[src/rtl/led_blinker_pkg.sv]
// -----------------------------------------------------------------------------
// led_blinker_pkg
// Shared types and helpers for the multi-channel LED blinker.
//   led_mode_t  : per-channel operating mode (OFF / ON / BLINK / BURST)
//   BURST_W     : width of the burst pulse count and pulse counter
//   clog2_min1  : ceil(log2(n)), but never less than 1 bit
// Optional feature macro used by the design: LED_BLINKER_BURST_EN
// -----------------------------------------------------------------------------
package led_blinker_pkg;

  typedef enum logic [1:0] {
    MODE_OFF   = 2'd0,
    MODE_ON    = 2'd1,
    MODE_BLINK = 2'd2,
    MODE_BURST = 2'd3
  } led_mode_t;

  localparam int BURST_W = 8;

  // Index widths must stay at least one bit wide even for a single channel
  // or a divide-by-one prescaler.
  function automatic int clog2_min1(input int n);
    return (n > 1) ? $clog2(n) : 1;
  endfunction

endpackage

[src/rtl/led_blink_channel.sv]
// -----------------------------------------------------------------------------
// led_blink_channel
// One LED channel: config registers, tick-driven period counter, burst pulse
// counter and the registered LED / burst-done outputs.
// Ports:
//   clk, rst_n     : clock, asynchronous active-low reset
//   tick           : shared prescaler pulse, advances the period counter
//   wr_en          : load wr_* into the config registers this cycle
//   wr_mode        : new mode
//   wr_period      : new period in ticks (0 is treated as 1)
//   wr_high        : new high time in ticks
//   wr_burst       : new burst pulse count
//   led            : registered LED drive
//   burst_done     : sticky burst-complete flag
// Macro LED_BLINKER_BURST_EN enables BURST mode; without it mode 3 runs as
// BLINK, wr_burst is ignored and burst_done is tied low.
// -----------------------------------------------------------------------------
module led_blink_channel
  import led_blinker_pkg::*;
#(
  parameter int CNT_W = 16
) (
  input  logic               clk,
  input  logic               rst_n,
  input  logic               tick,
  input  logic               wr_en,
  input  led_mode_t          wr_mode,
  input  logic [CNT_W-1:0]   wr_period,
  input  logic [CNT_W-1:0]   wr_high,
  input  logic [BURST_W-1:0] wr_burst,
  output logic               led,
  output logic               burst_done
);

  led_mode_t        mode_q, mode_d;
  logic [CNT_W-1:0] period_q, period_d;
  logic [CNT_W-1:0] high_q, high_d;
  logic [CNT_W-1:0] cnt_q, cnt_d;
  logic             led_q, led_d;

  logic [CNT_W-1:0] eff_period;
  logic             at_end;
  logic             burst_reached;

`ifdef LED_BLINKER_BURST_EN
  logic [BURST_W-1:0] burst_q, burst_d;
  logic [BURST_W-1:0] pcnt_q, pcnt_d;
  logic               done_q, done_d;
`else
  logic               unused_burst;
  assign unused_burst = ^wr_burst;
`endif

  always_comb begin
    mode_d   = mode_q;
    period_d = period_q;
    high_d   = high_q;
    cnt_d    = cnt_q;
    led_d    = 1'b0;

    eff_period = (period_q == '0) ? CNT_W'(1) : period_q;
    at_end     = (cnt_q >= (eff_period - CNT_W'(1)));

`ifdef LED_BLINKER_BURST_EN
    burst_d       = burst_q;
    pcnt_d        = pcnt_q;
    burst_reached = (mode_q == MODE_BURST) && (pcnt_q == burst_q);
`else
    burst_reached = 1'b0;
`endif

    case (mode_q)
      MODE_OFF: begin
        led_d = 1'b0;
        cnt_d = '0;
      end
      MODE_ON: begin
        led_d = 1'b1;
        cnt_d = '0;
      end
      default: begin
        // BLINK, and BURST while pulses remain. A finished burst idles with
        // the counter frozen so the pulse count cannot move past the target.
        if (burst_reached) begin
          led_d = 1'b0;
        end else begin
          led_d = (cnt_q < high_q);
          if (tick) begin
            if (at_end) begin
              cnt_d = '0;
`ifdef LED_BLINKER_BURST_EN
              if (mode_q == MODE_BURST) begin
                pcnt_d = pcnt_q + BURST_W'(1);
              end
`endif
            end else begin
              cnt_d = cnt_q + CNT_W'(1);
            end
          end
        end
      end
    endcase

`ifdef LED_BLINKER_BURST_EN
    done_d = done_q | burst_reached;
`endif

    // A write overrides any tick in the same cycle; the LED flop keeps
    // computing from the old state, so the new config shows one cycle later.
    if (wr_en) begin
      mode_d   = wr_mode;
      period_d = wr_period;
      high_d   = wr_high;
      cnt_d    = '0;
`ifdef LED_BLINKER_BURST_EN
      burst_d  = wr_burst;
      pcnt_d   = '0;
      done_d   = 1'b0;
`endif
    end
  end

  always_ff @(posedge clk or negedge rst_n) begin
    if (!rst_n) begin
      mode_q   <= MODE_OFF;
      period_q <= '0;
      high_q   <= '0;
      cnt_q    <= '0;
      led_q    <= 1'b0;
`ifdef LED_BLINKER_BURST_EN
      burst_q  <= '0;
      pcnt_q   <= '0;
      done_q   <= 1'b0;
`endif
    end else begin
      mode_q   <= mode_d;
      period_q <= period_d;
      high_q   <= high_d;
      cnt_q    <= cnt_d;
      led_q    <= led_d;
`ifdef LED_BLINKER_BURST_EN
      burst_q  <= burst_d;
      pcnt_q   <= pcnt_d;
      done_q   <= done_d;
`endif
    end
  end

  assign led = led_q;
`ifdef LED_BLINKER_BURST_EN
  assign burst_done = done_q;
`else
  assign burst_done = 1'b0;
`endif

endmodule

[src/rtl/led_blinker_multi.sv]
// -----------------------------------------------------------------------------
// led_blinker_multi
// Multi-channel LED driver. Holds the shared prescaler, the config
// valid/ready handshake and the channel decode; each channel is a
// led_blink_channel instance.
// Ports:
//   CLK, RST_N   : clock, asynchronous active-low reset
//   CFG_VALID    : config write request
//   CFG_READY    : config port can accept (low for one cycle after accept)
//   CFG_CH       : target channel; values >= NUM_CH are accepted and dropped
//   CFG_MODE     : 0=OFF 1=ON 2=BLINK 3=BURST
//   CFG_PERIOD   : blink period in ticks
//   CFG_HIGH     : on-time per period in ticks
//   CFG_BURST    : pulse count for BURST mode
//   LED          : registered LED drive, 1 = on
//   BURST_DONE   : sticky per-channel burst-complete flag
// Macro LED_BLINKER_BURST_EN enables BURST mode inside the channels.
// -----------------------------------------------------------------------------
module led_blinker_multi
  import led_blinker_pkg::*;
#(
  parameter int NUM_CH   = 4,
  parameter int CNT_W    = 16,
  parameter int TICK_DIV = 50000
) (
  input  logic                          CLK,
  input  logic                          RST_N,
  input  logic                          CFG_VALID,
  output logic                          CFG_READY,
  input  logic [clog2_min1(NUM_CH)-1:0] CFG_CH,
  input  logic [1:0]                    CFG_MODE,
  input  logic [CNT_W-1:0]              CFG_PERIOD,
  input  logic [CNT_W-1:0]              CFG_HIGH,
  input  logic [BURST_W-1:0]            CFG_BURST,
  output logic [NUM_CH-1:0]             LED,
  output logic [NUM_CH-1:0]             BURST_DONE
);

  localparam int              CH_W     = clog2_min1(NUM_CH);
  localparam int              PRE_W    = clog2_min1(TICK_DIV);
  localparam logic [PRE_W-1:0] PRE_LAST = PRE_W'(TICK_DIV - 1);

  // Prescaler: tick is high in the cycle the count sits at TICK_DIV-1. With
  // TICK_DIV=1 the count never leaves 0, so tick is permanently high.
  logic [PRE_W-1:0] pre_q, pre_d;
  logic             tick;

  always_comb begin
    tick  = (pre_q == PRE_LAST);
    pre_d = tick ? '0 : (pre_q + PRE_W'(1));
  end

  // Handshake: a one-cycle ready bubble after each accept limits the port
  // to one write every two cycles.
  logic ready_q, ready_d;
  logic accept;

  always_comb begin
    accept  = CFG_VALID && ready_q;
    ready_d = !accept;
  end

  always_ff @(posedge CLK or negedge RST_N) begin
    if (!RST_N) begin
      pre_q   <= '0;
      ready_q <= 1'b1;
    end else begin
      pre_q   <= pre_d;
      ready_q <= ready_d;
    end
  end

  assign CFG_READY = ready_q;

  // Channel decode: an out-of-range CFG_CH simply matches no instance.
  for (genvar gi = 0; gi < NUM_CH; gi++) begin : g_ch
    logic wr_sel;
    assign wr_sel = accept && (CFG_CH == CH_W'(gi));

    led_blink_channel #(
      .CNT_W (CNT_W)
    ) u_ch (
      .clk        (CLK),
      .rst_n      (RST_N),
      .tick       (tick),
      .wr_en      (wr_sel),
      .wr_mode    (led_mode_t'(CFG_MODE)),
      .wr_period  (CFG_PERIOD),
      .wr_high    (CFG_HIGH),
      .wr_burst   (CFG_BURST),
      .led        (LED[gi]),
      .burst_done (BURST_DONE[gi])
    );
  end

endmodule

[config.mk]
export PLATFORM = sky130hd
export DESIGN_NAME = led_blinker_multi
export DESIGN_NICKNAME = d
export VERILOG_FILES = /design/src/rtl/led_blinker_pkg.sv /design/src/rtl/led_blink_channel.sv /design/src/rtl/led_blinker_multi.sv
export SDC_FILE = /design/constraint.sdc
export NUM_CORES = 1
export LEC_CHECK = 0
export ABC_AREA = 0
export BUFFER_PORTS_ARGS = -buffer_cell sky130_fd_sc_hd__buf_4
export CORE_MARGIN = 2
export CORE_UTILIZATION = 50
export CTS_BUF_LIST = sky130_fd_sc_hd__clkbuf_8
export DETAILED_ROUTE_END_ITERATION = 8
export PLACE_DENSITY = 0.69
export SYNTH_ARGS = -nofsm -noshare
export SYNTH_HDL_FRONTEND = slang
export SYNTH_SLANG_ARGS = --single-unit
[constraint.sdc]
create_clock -name CLK -period 3.5 [get_ports CLK]
set_clock_uncertainty 0.05 [all_clocks]
set_input_delay 0.175 -clock CLK [delete_from_list [all_inputs] [get_ports CLK]]
set_output_delay 0.175 -clock CLK [all_outputs]
set_load 0.02 [all_outputs]
Word-level counts from Yosys, hierarchy flattened. Cells that the tools add are included.

Bits in registers: 221. Bits of input ports: 47. Output and inout bits: 9. Word-level logic and storage cells: 95.

$add $sub $neg: 9. Order comparisons: 8. Equal/unequal tests: 8. Multiplexer cells: 25. Reductions and logical operators: 23.

Operators by type and width (count): 2-to-1 mux 16 bit (21); adder 16 x 1 -> 16 bit, second input constant (5); greater-or-equal comparator 16 bit (4); logical NOT 16 bit (4); < comparator 16 bit (4); subtractor 16 x 1 -> 16 bit, second input constant (4); equality test 16 bit, second input constant (1); nonzero test 3 bit (4); equality test 2 x 1 -> 1 bit, second input constant (5); logical NOT 2 bit (5); one-hot mux 1 bit (2 select lines) (4); OR reduction 2 bit (4); logical AND 1 bit (5); equality test 2 bit, second input constant (2); logical NOT 1 bit (1).

Depth between registers and ports, before layout. Gate-level depths: netlist of the first run.

Depth in word-level cells: 8. Depth in mapped cells: 19. Gate-level depth less buffers: 18.

By module. A second synthesis of the first run with hierarchy kept.

Cells, all modules: 1406. Area, all modules: 13500.4 µm².

By module, submodules not included: led_blink_channel at g_ch[0].u_ch ... (times used 2, cells an instance 342, area each 3189.3 µm², sequential area each 1276.2 µm²); led_blink_channel at g_ch[1].u_ch (times used 1, cells an instance 320, area each 3156.8 µm², sequential area each 1276.2 µm²); led_blink_channel at g_ch[3].u_ch (times used 1, cells an instance 327, area each 3155.5 µm², sequential area each 1276.2 µm²); led_blinker_multi (times used 1, cells an instance 75, area each 809.5 µm², sequential area each 426.7 µm²).

Least setup slack after synthesis of the first run. OpenSTA, ideal clock, no wires.

Path type: reg-to-reg. From: reg g_ch[3].u_ch.period_q[3]. To: reg g_ch[3].u_ch.cnt_q[10]. Setup time: 0.078 ns. Arrival time: 3.620 ns. Required time: 3.372 ns. Setup slack: -0.248 ns. Stages on the path, launching flop included: 20. Buffers on the path: 2. Clock period less this slack: 3.748 ns. Path through: dfrtp_1 -> nor4_1 -> nand2_1 -> or4_1 -> nor3_1 -> nor2_1 -> ha_1 -> nand2_1 -> nor4_1 -> nor2b_1 -> xnor2_1 -> ha_1 -> and3_1 -> o21ai_0 -> a21o_1 -> a41o_1 -> buf_2 -> clkbuf_1 -> nand3_1 -> a21oi_1.

Word-level cells in the longest chain between the ends: 8.

RTL lines: start: declaration (line led_blink_channel.sv:36) `logic [CNT_W-1:0] period_q, period_d;`; start signal: assignment (line led_blink_channel.sv:137) `period_q <= period_d;`; logical NOT 16 bit (line led_blink_channel.sv:61) `eff_period = (period_q == '0) ? CNT_W'(1) : period_q;`; 2-to-1 mux 16 bit * (line led_blink_channel.sv:61); subtractor 16 x 1 -> 16 bit * (line led_blink_channel.sv:62) `at_end = (cnt_q >= (eff_period - CNT_W'(1)));`; greater-or-equal comparator 16 bit * (line led_blink_channel.sv:62); 2-to-1 mux 16 bit * (line led_blink_channel.sv:89) `if (at_end) begin`; 2-to-1 mux 16 bit * (line led_blink_channel.sv:88) `if (tick) begin`; 2-to-1 mux 16 bit * (line led_blink_channel.sv:72) `case (mode_q)`; 2-to-1 mux 16 bit * (line led_blink_channel.sv:110) `if (wr_en) begin`; end signal: assignment (line led_blink_channel.sv:139) `cnt_q <= cnt_d;`; end: declaration (line led_blink_channel.sv:38) `logic [CNT_W-1:0] cnt_q, cnt_d;`.

Mark *: on every way between the ends. The rest lies on a longest branch, timed or not. The select of a mux whose other input is x is not followed. A chain may end at the register's enable or synchronous reset.

Worst setup path in the final report of the first run.
From: reg g_ch[0].u_ch.period_q[10]. To: reg g_ch[0].u_ch.cnt_q[1].

Word-level cells in the longest chain between the ends: 8.

RTL lines (line): start: declaration (led_blink_channel.sv:36); start signal: assignment (led_blink_channel.sv:137); logical NOT 16 bit (led_blink_channel.sv:61); 2-to-1 mux 16 bit * (led_blink_channel.sv:61); subtractor 16 x 1 -> 16 bit * (led_blink_channel.sv:62); greater-or-equal comparator 16 bit * (led_blink_channel.sv:62); 2-to-1 mux 16 bit * (led_blink_channel.sv:89); 2-to-1 mux 16 bit * (led_blink_channel.sv:88); 2-to-1 mux 16 bit * (led_blink_channel.sv:72); 2-to-1 mux 16 bit * (led_blink_channel.sv:110); end signal: assignment (led_blink_channel.sv:139); end: declaration (led_blink_channel.sv:38).

Marked as above.

==> results of run 1 <==
-- repair_timing --
item,in CTS,in global routing
cloned,8,3
buffers inserted,41,15
setup endpoints to repair,57,64
hold buffers,36,0
pin swaps,51,42
endpoints found under the hold margin,240,0
resized for setup,68,103
-- worst paths after layout --
kind / from / endpoint / slack [ns] / depth (start not counted)
worst max-delay path: g_ch[0].u_ch.period_q[10] / g_ch[0].u_ch.cnt_q[1] / -0.17 / 18
worst min-delay path: RST_N / g_ch[1].u_ch.cnt_q[7] / 0.23 / 2
worst max register to register: g_ch[0].u_ch.period_q[10] / g_ch[0].u_ch.cnt_q[1] / -0.17 / 18
worst min register to register: pre_q[0] / pre_q[0] / 0.44 / 1
max in group asynchronous: RST_N / g_ch[2].u_ch.high_q[6] / 2.27 / 3
min in group CLK: CFG_CH[0] / g_ch[0].u_ch.mode_q[1] / 0.24 / 5
-- Yosys cell counts (all sizes together), types with 13 or more instances --
master / count / area share, %
xor2: 23 / 1.5
ha: 133 / 12
inv: 82 / 2.3
clkbuf: 22 / 0.61
a21o: 22 / 1.2
a21oi: 39 / 1.4
xnor2: 40 / 2.6
nand3: 65 / 2.4
and3: 18 / 0.84
dfrtp: 220 / 41
nor3: 28 / 1.0
nand2b: 13 / 0.60
mux2: 121 / 10
nor4: 20 / 1.4
nand4: 27 / 1.4
nor2: 85 / 2.4
nand2: 133 / 3.7
a31oi: 45 / 2.1
buf: 18 / 1.0
o21ai: 65 / 2.4
-- cells by family after synthesis --
group,count (synthesis)
muxes,121
buffers and inverters,122
other,1
and+or+nand+nor,456
adders and majority gates,133
AOI/OAI and AO/OA,236
DFF,221
xor gates and xnor gates,63
-- metal layers --
layer	up-vias	track usage [%]	routed length [µm]
met5	-	0	0
li1	5420	-	-
met4	0	8.85	1040
met2	338	43.6	18000
met1	5617	34.6	16300
met3	75	4.37	2230
-- stage by stage --
stage | setup TNS, ns | power, mW | setup slack [ns] | cell area (µm²)
after floorplan | -0.158 | 4.27 | -0.0629 | 13700
after global placement | -1.31 | 4.96 | -0.116 | 15100
after detailed placement | -4.39 | 5.04 | -0.172 | 15100
after CTS | -0.934 | 7.69 | -0.116 | 16900
after global routing | -12.16 | 8.19 | -0.330 | 17500
final | -3.31 | 7.75 | -0.166 | 17500
-- report_power, final --
group	switching [mW]	leakage [nW]	internal, mW	total (mW)
Clock	1.09	0.458	1.37	2.46
Combinational	1.04	4.92	1.09	2.13
Sequential	0.241	2.78	2.92	3.16
-- critical path: cells and delay by family (launching register included) --
kind / cells / cell delay [ns]
flip-flops: 1 / 0.38
XOR/XNOR: 1 / 0.12
AND/OR/NAND/NOR: 9 / 1.53
AO/OA/AOI/OAI: 4 / 0.75
adder cells (fa/ha/maj): 2 / 0.45
buffers and inverters: 2 / 0.28
-- cell type report --
| type | count | area (µm²) | share of cell area [%] |
|---|---|---|---|
| multi-input cells | 1016 | 8340 | 47.6 |
| flip-flops and latches | 221 | 5530 | 31.6 |
| repair buffers | 246 | 2100 | 12.0 |
| clock buffers | 51 | 702 | 4.01 |
| well taps | 341 | 427 | 2.44 |
| inverters | 82 | 308 | 1.76 |
| clock inverters | 18 | 104 | 0.593 |
-- flip-flops by register name, summed over array words and instances, names as in the netlist --
name,count
g_ch.u_ch.cnt_q,64
g_ch.u_ch.high_q,64
g_ch.u_ch.period_q,64
pre_q,16
g_ch.u_ch.mode_q,8
g_ch.u_ch.led,4
CFG_READY,1
==> flow_metrics.tcl, run 1 <==
set metrics [dict create \
    num_io_pins 56 \
    initial_core_util_pct 50.6 \
    gp_congestion 0.852 \
    htree_num_levels 2 \
    p_leak_nw 8.16 \
    postSynthCellCount 1353 \
    async_reset_ff_share_pct 100 \
    holdWs_ns 0.226 \
    final_common_cell "dfrtp_1" \
    cp_slowest_cell "or4_4" \
    status "finished with violations" \
    slew_headroom_pct 43.3 \
    synth_top_family_by_area "simple AND/OR/NAND/NOR gates" \
    avgSynthCellArea_um2 9.99 \
    critPathMaxFanout 5 \
    final_antenna_net_count 0 \
    post-dp-hpwl_um 24800 \
    diodes 0 \
    synth-adder-area-share_pct 12.3 \
    layout.nets 1787 \
    wl_per_cell_um 19.0 \
    die_w_um 168 \
    min_period_over_period_pct 105 \
    fillers 2066 \
    finalHoldViolations 0 \
    detail_route.drc_violations 0 \
    cpPeakStageDelay_ns 0.44 \
    synth_ff_type "dfrtp_1" \
    cp_data_arrival_time_ns 4.06 \
    critPathKind "register to register" \
    ys_warn_count 0 \
    min_path_type "input pin to async pin" \
    dpl.cell_count 1810 \
    vias_per_cell 5.80 \
    cp_common_cell "buf_6" \
    setup_viol 40 \
    period_needed_ns 3.67 \
    core_um2 26700 \
    yosysUniqueCellTypes 69 \
    start_kind "register" \
    cp.required_ns 3.89 \
    cts_buffers 40 \
    synth_mux_area_share_pct 10.1 \
    antenna_found_initial 0 \
    synth_edf_count 0 \
    report.final.slew_viol_count 0 \
    worstSkewPairLatency_ns 0.56 \
    clk_pin_slew_ns 0.06 \
    drive_gt1_share_pct 32.6 \
    clockBufferDepth 3 \
    synth-compound-area-share_pct 11.1 \
    yosys.area_share.simple_pct 17.6 \
    grt_pass1_wl_um 58300 \
    violations "setup timing" \
    overflow 0 \
    grt_max_degree 109 \
    utilization_pct 65.5 \
    io_buffer_count 43 \
    die_height_um 168 \
    crit_chain "nor3_2 > nand2b_1 > or4_4 > nand2b_4 > nor2b_4 > ha_4 > nor3b_4 > nand2_2 > nor4_4 > xnor2_1 > ha_1 > and3_1 > o21ai_1 > a21o_1 > a41o_1 > buf_6 > buf_6 > a32o_1" \
    drt_iter0_drc 824 \
    timing.final.ws_setup_ns -0.166 \
    finalNonFillerCells 1975 \
    synth_xor_xnor_area_share_pct 4.08 \
    cts-root-buf "clkbuf_8" \
    cts.sinks 221 \
    max_freq_mhz 273 \
    synth.cell_area_um2 13500 \
    drt-pass1-iter-count 5 \
    grt_use_total_pct 26.1 \
    vdd_drop_max_mv 0.361 \
    rsz0062_at_grt "yes" \
    rows 60 \
    vias 11450 \
    grt_pass1_vias 11235 \
    mostFrequentLayoutCells "dfrtp_1 (220), buf_4 (184), ha_1 (128)" \
    cts_tree "done" \
    tightest_slew_ns 0.850 \
    setup.worst_path.end_class "register" \
    drv_cap 0 \
    power.density_nw_per_um2 443 \
    area_delta_synth_final_pct 29.5 \
    yosysSeqAreaShare_pct 40.9 \
    synth-seq-cells 221 \
    routed_wl_um 37600 \
    dieArea_um2 28400 \
]
(Power assumes the default switching activity.)
==> run 2, diff against run 1 <==
- ABC_CLOCK_PERIOD_IN_PS: default -> 3840
- PLACE_DENSITY: 0.69 -> 0.67
- clock period: 3.5 -> 3.84 ns (I/O delays scaled with it)
==> run 2 against run 1 <==
- the flow still finishes with violations (setup timing)
- worst hold slack gained 0.032 ns
- sequential share of layout area is 2.3 points higher
- first-iteration DRC count shrank 25%
- total power is 14% lower
- clock-buffer cell count unchanged
- largest cell class unchanged
==> flow_metrics.tcl, run 2 (synthesis gave the netlist of run 1 again) <==
set metrics [dict create \
    drive_gt1_share_pct 25.1 \
    worstHoldStart "CFG_CH[1]" \
    multi_input_area_um2 7920 \
    wl_per_cell_um 18.5 \
    routed_wl_um 34800 \
    cp_num_buf_inv 1 \
    clockBufferDepth 3 \
    sw_frac_of_total_pct 30.5 \
    diodes 0 \
    cp.required_ns 4.25 \
    setup.worst_path.end_class "register" \
    rr_endpoint "g_ch[2].u_ch.cnt_q[9]" \
    switchingPower_mw 2.04 \
    mostFrequentLayoutCells "dfrtp_1 (220), nand2_1 (129), ha_1 (128)" \
    ff2ff_setup_slack_ns -0.07 \
    vias_per_cell 5.78 \
    grt_pass1_wl_um 55000 \
    die_w_um 168 \
    timing.final.ws_setup_ns -0.0696 \
    clk_pin_slew_ns 0.06 \
    p_int_mw 4.64 \
    rows 60 \
    layout.nets 1692 \
    io_buffer_count 43 \
    drt-pass1-iter-count 5 \
    period_needed_ns 3.91 \
    grt_max_degree 122 \
    utilization_pct 61.0 \
    comb_power_share_pct 23.8 \
    power.total_mw 6.68 \
    cts_tree "done" \
    reg2reg_depth 15 \
    power.density_nw_per_um2 410 \
    finalHoldViolations 0 \
    overflow 0 \
    tns_ns -0.186 \
    grt_use_total_pct 24.4 \
    cp_slowest_cell "or4_4" \
    wl_met3_um 1620 \
    routed.top_layer "met4" \
    met2WireLength_um 16000 \
    p_leak_nw 7.52 \
    detail_route.drc_violations 0 \
    min_path_type "input pin to register" \
    min_period_over_period_pct 102 \
    final_common_cell "dfrtp_1" \
    core_um2 26700 \
    setup_viol 7 \
    area_delta_synth_final_pct 20.5 \
    crit_chain "or4_4 > nor4_4 > a31oi_4 > ha_4 > nand2_4 > nor3_2 > xnor2_1 > ha_2 > o21ai_2 > o211ai_1 > nor4_1 > o41a_1 > buf_6 > or3b_1 > nand3_1" \
    max_freq_mhz 256 \
    vias 10843 \
    grt_pass1_vias 10394 \
    worstSkewPairLatency_ns 0.54 \
    crit_family "simple AND/OR/NAND/NOR gates" \
    dieArea_um2 28400 \
    critPathMaxFanout 6 \
    status "finished with violations" \
    wl_met1_um 16200 \
    die_height_um 168 \
    rsz0062_at_grt "yes" \
    initial_core_util_pct 50.6 \
    final_antenna_net_count 0 \
    fillers 2300 \
    num_io_pins 56 \
    clkPwrFrac_pct 32.4 \
    htree_num_levels 2 \
    cts.sinks 221 \
    critPathKind "register to register" \
    post-dp-hpwl_um 23700 \
    gp_congestion 0.808 \
    tightest_slew_ns 0.947 \
    whs_endpoint "g_ch[3].u_ch.high_q[9]" \
    cpPeakStageDelay_ns 0.58 \
    drv_cap 0 \
    cts_buffers 40 \
    cp_data_arrival_time_ns 4.32 \
    report.final.slew_viol_count 0 \
    violations "setup timing" \
    register_area_um2 5530 \
    seq_power_share_pct 43.8 \
    hold_depth 3 \
    drt_iter0_drc 622 \
    largestRegisters "g_ch.u_ch.cnt_q (64), g_ch.u_ch.high_q (64), g_ch.u_ch.period_q (64)" \
    vdd_drop_max_mv 0.355 \
    antenna_found_initial 0 \
    r2r-start "g_ch[2].u_ch.period_q[4]" \
    cts-root-buf "clkbuf_8" \
    slew_headroom_pct 36.9 \
    start_kind "register" \
]
[run 2: metrics by stage]
stage               cells  hold WS, ns  setup WS, ns  instance area [µm²]
detailed placement   1758        0.313       -0.0689                14500
finish               1877        0.258       -0.0696                16300
global route         1877        0.270        -0.195                16300
global placement     1758        0.312        0.0319                14500
CTS                  1860        0.226        0.0149                15700
floorplan            1356       -0.154        0.0923                13500
[run 2: power by group through the flow]
stage	combinational, mW	clock (mW)	sequential, mW
after floorplan	0.968	0	2.90
after global placement	1.40	0	2.92
after detailed placement	1.45	0	2.94
after CTS	1.50	2.22	2.90
after global routing	1.79	2.32	2.97
final	1.59	2.16	2.93
[run 2: metal layers]
metal  up-vias  track usage [%]
li1       5204                -
met1      5366             34.0
met2       210             39.5
met3        63             4.02
met4         0             7.16
met5         -                0
[run 2: how the worst max path moves through the flow]
stage                              from                     end  cells past startpoint
3_5_place_dp   g_ch[0].u_ch.period_q[9]   g_ch[0].u_ch.cnt_q[8]                     18
2_1_floorplan  g_ch[3].u_ch.period_q[3]  g_ch[3].u_ch.cnt_q[10]                     19
3_3_place_gp   g_ch[3].u_ch.period_q[3]   g_ch[3].u_ch.cnt_q[7]                     18
4_1_cts        g_ch[1].u_ch.period_q[5]   g_ch[1].u_ch.cnt_q[9]                     17
6_report       g_ch[2].u_ch.period_q[4]   g_ch[2].u_ch.cnt_q[9]                     15
5_1_grt        g_ch[2].u_ch.period_q[4]  g_ch[2].u_ch.cnt_q[14]                     16
[run 2: worst min-delay path: cells and delay by family]
kind	cells	cell delay [ns]
buf+inv	1	0.13
mux	1	0.22
simple gates	1	0.28
[run 2: cell type report]
type | instances | share of cell area (%)
multi-input combinational | 1013 | 48.6
sequential | 221 | 33.9
timing repair buffer | 154 | 8.28
clock buffer | 51 | 4.31
tap | 341 | 2.62
inverter | 82 | 1.89
clock inverter | 15 | 0.384
[run 2: what timing repair did]
item,4_1_cts,5_1_grt
endpoints found under the hold margin,252,0
pin swaps,0,46
cloned,0,4
setup endpoints to repair,31,64
hold buffers,36,0
resized for setup,8,103
setup buffers,0,13
==> run 3, diff against run 2 <==
- CELL_PAD_IN_SITES_DETAIL_PLACEMENT: default -> 1
- CELL_PAD_IN_SITES_GLOBAL_PLACEMENT: default -> 1
- CTS_BUF_LIST: sky130_fd_sc_hd__clkbuf_8 -> sky130_fd_sc_hd__clkbuf_16
- PLACE_DENSITY: 0.67 -> default
- PLACE_DENSITY_LB_ADDON: default -> 0.1
==> run 3 against run 2 <==
- the flow still finishes with violations (setup timing)
- clock power grew 17%
- non-clock buffer count is 18 higher
- worst hold slack worse by 0.22 ns
- design area grew 1.8%
- clock-buffer cell count is 24 lower
- register-to-register slack about the same
- first-iteration DRC count rose by 0.96%
- global-route usage grew 4.5 points
- sequential power is essentially flat
- largest power group unchanged
==> flow_metrics.tcl, run 3 (synthesis gave the netlist of run 1 again) <==
set metrics [dict create \
    post-dp-hpwl_um 27300 \
    placed_area_um2 14600 \
    finalNonFillerCells 1881 \
    htree_num_levels 1 \
    grt_max_degree 105 \
    period_needed_ns 3.91 \
    cp_slowest_cell "or4_4" \
    wl_met3_um 1870 \
    detail_route.drc_violations 0 \
    cts-root-buf "clkbuf_16" \
    max_freq_mhz 256 \
    violations "setup timing" \
    drt_iter0_drc 628 \
    vias 11217 \
    critPathMaxFanout 6 \
    setup_viol 2 \
    start_kind "register" \
    die_height_um 168 \
    cpPeakStageDelay_ns 0.57 \
    routed.top_layer "met4" \
    mostFrequentLayoutCells "dfrtp_1 (219), ha_1 (127), nand2_1 (125)" \
    grt_pass1_wl_um 64400 \
    crit_chain "or4_4 > nor4_4 > buf_4 > a31oi_4 > ha_4 > nand2_4 > nor4_1 > xnor2_1 > ha_2 > nand4_1 > nor3_2 > nor4_1 > o41a_1 > buf_6 > or3b_1 > nand3_1" \
    vdd_drop_max_mv 0.408 \
    cp_data_arrival_time_ns 4.33 \
    cts_buffers 27 \
    ff2ff_setup_slack_ns -0.07 \
    crit_path_end "g_ch[2].u_ch.cnt_q[9]" \
    grt_pass1_vias 11960 \
    rsz0062_at_grt "yes" \
    vias_per_cell 5.96 \
    cp-startpoint "g_ch[2].u_ch.period_q[5]" \
    rows 60 \
    min_period_over_period_pct 102 \
    min_path_type "input pin to register" \
    pre_cts_ws_ns -0.245 \
    area_delta_synth_final_pct 22.7 \
    multi_input_area_um2 8000 \
    routed_wl_um 42000 \
    drt-pass1-iter-count 5 \
    clockBufferDepth 3 \
    dpl.cell_count 1768 \
    setup.worst_path.end_class "register" \
    finalHoldViolations 0 \
    cp.required_ns 4.26 \
    report.final.slew_viol_count 0 \
    clk_pin_slew_ns 0.06 \
    gp_congestion 0.827 \
    wl_per_cell_um 22.3 \
    p_leak_nw 7.60 \
    hold_depth 4 \
    tightest_slew_ns 0.882 \
    num_io_pins 56 \
    reg2reg_depth 16 \
    final_common_cell "dfrtp_1" \
    holdWs_ns 0.0337 \
    timing.final.ws_setup_ns -0.0661 \
    cts_tree "done" \
    critPathKind "register to register" \
    status "finished with violations" \
    worstSkewPairLatency_ns 0.54 \
    initial_core_util_pct 50.6 \
    fillers 2863 \
    antenna_found_initial 1 \
    overflow 0 \
    dieArea_um2 28400 \
    grt_use_total_pct 28.9 \
    drive_gt1_share_pct 25.6 \
    register_area_um2 5530 \
    layout.nets 1698 \
    wl_met1_um 17700 \
    die_w_um 168 \
    r2r-start "g_ch[2].u_ch.period_q[5]" \
    drv_cap 0 \
    rr_endpoint "g_ch[2].u_ch.cnt_q[9]" \
    core_um2 26700 \
    met2WireLength_um 20900 \
    cts.sinks 221 \
    io_buffer_count 43 \
    stdcell_area_um2 16600 \
    utilization_pct 62.1 \
    largestRegisters "g_ch.u_ch.cnt_q (64), g_ch.u_ch.high_q (64), g_ch.u_ch.period_q (64)" \
    cp_common_cell "nor4_1" \
    power.density_nw_per_um2 436 \
    final_antenna_net_count 0 \
    slew_headroom_pct 40.9 \
]
-- run 3: cell types whose count changed in the layout (fill, tap and decap cells not counted), moves of 4 or more --
cell,delta
clkinv_2,+4
nand2_2,+5
buf_4,+17
a31oi_2,-4
inv_1,-7
clkbuf_16,+27
clkinv_1,+6
a21oi_1,+5
nand2_1,-4
a21oi_2,-5
clkbuf_8,-51
-- run 3: power by group --
group | internal [mW] | leakage, nW | total [mW] | switching [mW]
Sequential | 2.66 | 2.78 | 2.95 | 0.290
Clock | 1.47 | 0.440 | 2.53 | 1.05
Combinational | 0.853 | 4.38 | 1.76 | 0.908
Total | 4.99 | 7.60 | 7.24 | 2.25
-- run 3: through the flow --
| step | power, mW | TNS (ns) |
|---|---|---|
| 6_report | 7.24 | -0.0985 |
| 5_1_grt | 7.60 | -4.86 |
| 4_1_cts | 7.10 | 0 |
| 3_5_place_dp | 4.48 | -2.83 |
| 3_3_place_gp | 4.37 | 0 |
| 2_1_floorplan | 3.86 | 0 |
-- run 3: final cells by class --
type | instances | share of cell area, %
well taps | 341 | 2.57
multi-input cells | 1014 | 48.2
diodes | 2 | 0.0302
clock inverters | 22 | 1.09
clock buffers | 27 | 4.07
repair buffers | 172 | 8.82
flip-flops and latches | 221 | 33.3
inverters | 82 | 1.86
-- run 3: what timing repair did --
item	4_1_cts	5_1_grt
setup endpoints to repair	45	64
buffers inserted	1	19
hold endpoints to repair	235	0
gates cloned	0	7
hold buffers	36	0
resized for setup	19	98
pin swaps	10	43
-- run 3: worst max-delay path: cells and delay by family, from the launching register on --
kind | cells | cell delay [ns]
fa+ha+maj | 2 | 0.52
flops | 1 | 0.42
xor+xnor | 1 | 0.17
compound gates | 2 | 0.35
buf+inv | 2 | 0.33
simple gates | 9 | 2.02
-- run 3: worst min-delay path by stage --
stage | from | slack (ns) | end
3_5_place_dp | RST_N | 0.25 | g_ch[1].u_ch.high_q[13]
2_1_floorplan | RST_N | -0.15 | g_ch[0].u_ch.cnt_q[0]
4_1_cts | CFG_CH[0] | 0.02 | g_ch[0].u_ch.mode_q[1]
5_1_grt | CFG_CH[1] | 0.06 | g_ch[0].u_ch.high_q[10]
6_report | CFG_CH[0] | 0.03 | g_ch[0].u_ch.mode_q[1]
3_3_place_gp | RST_N | 0.25 | g_ch[1].u_ch.cnt_q[15]
-- run 3: layer usage --
layer | global-route usage [%] | vias up
met5 | 0 | -
met4 | 10.1 | 0
met3 | 3.76 | 79
met2 | 50.2 | 240
met1 | 37.2 | 5670
li1 | - | 5228
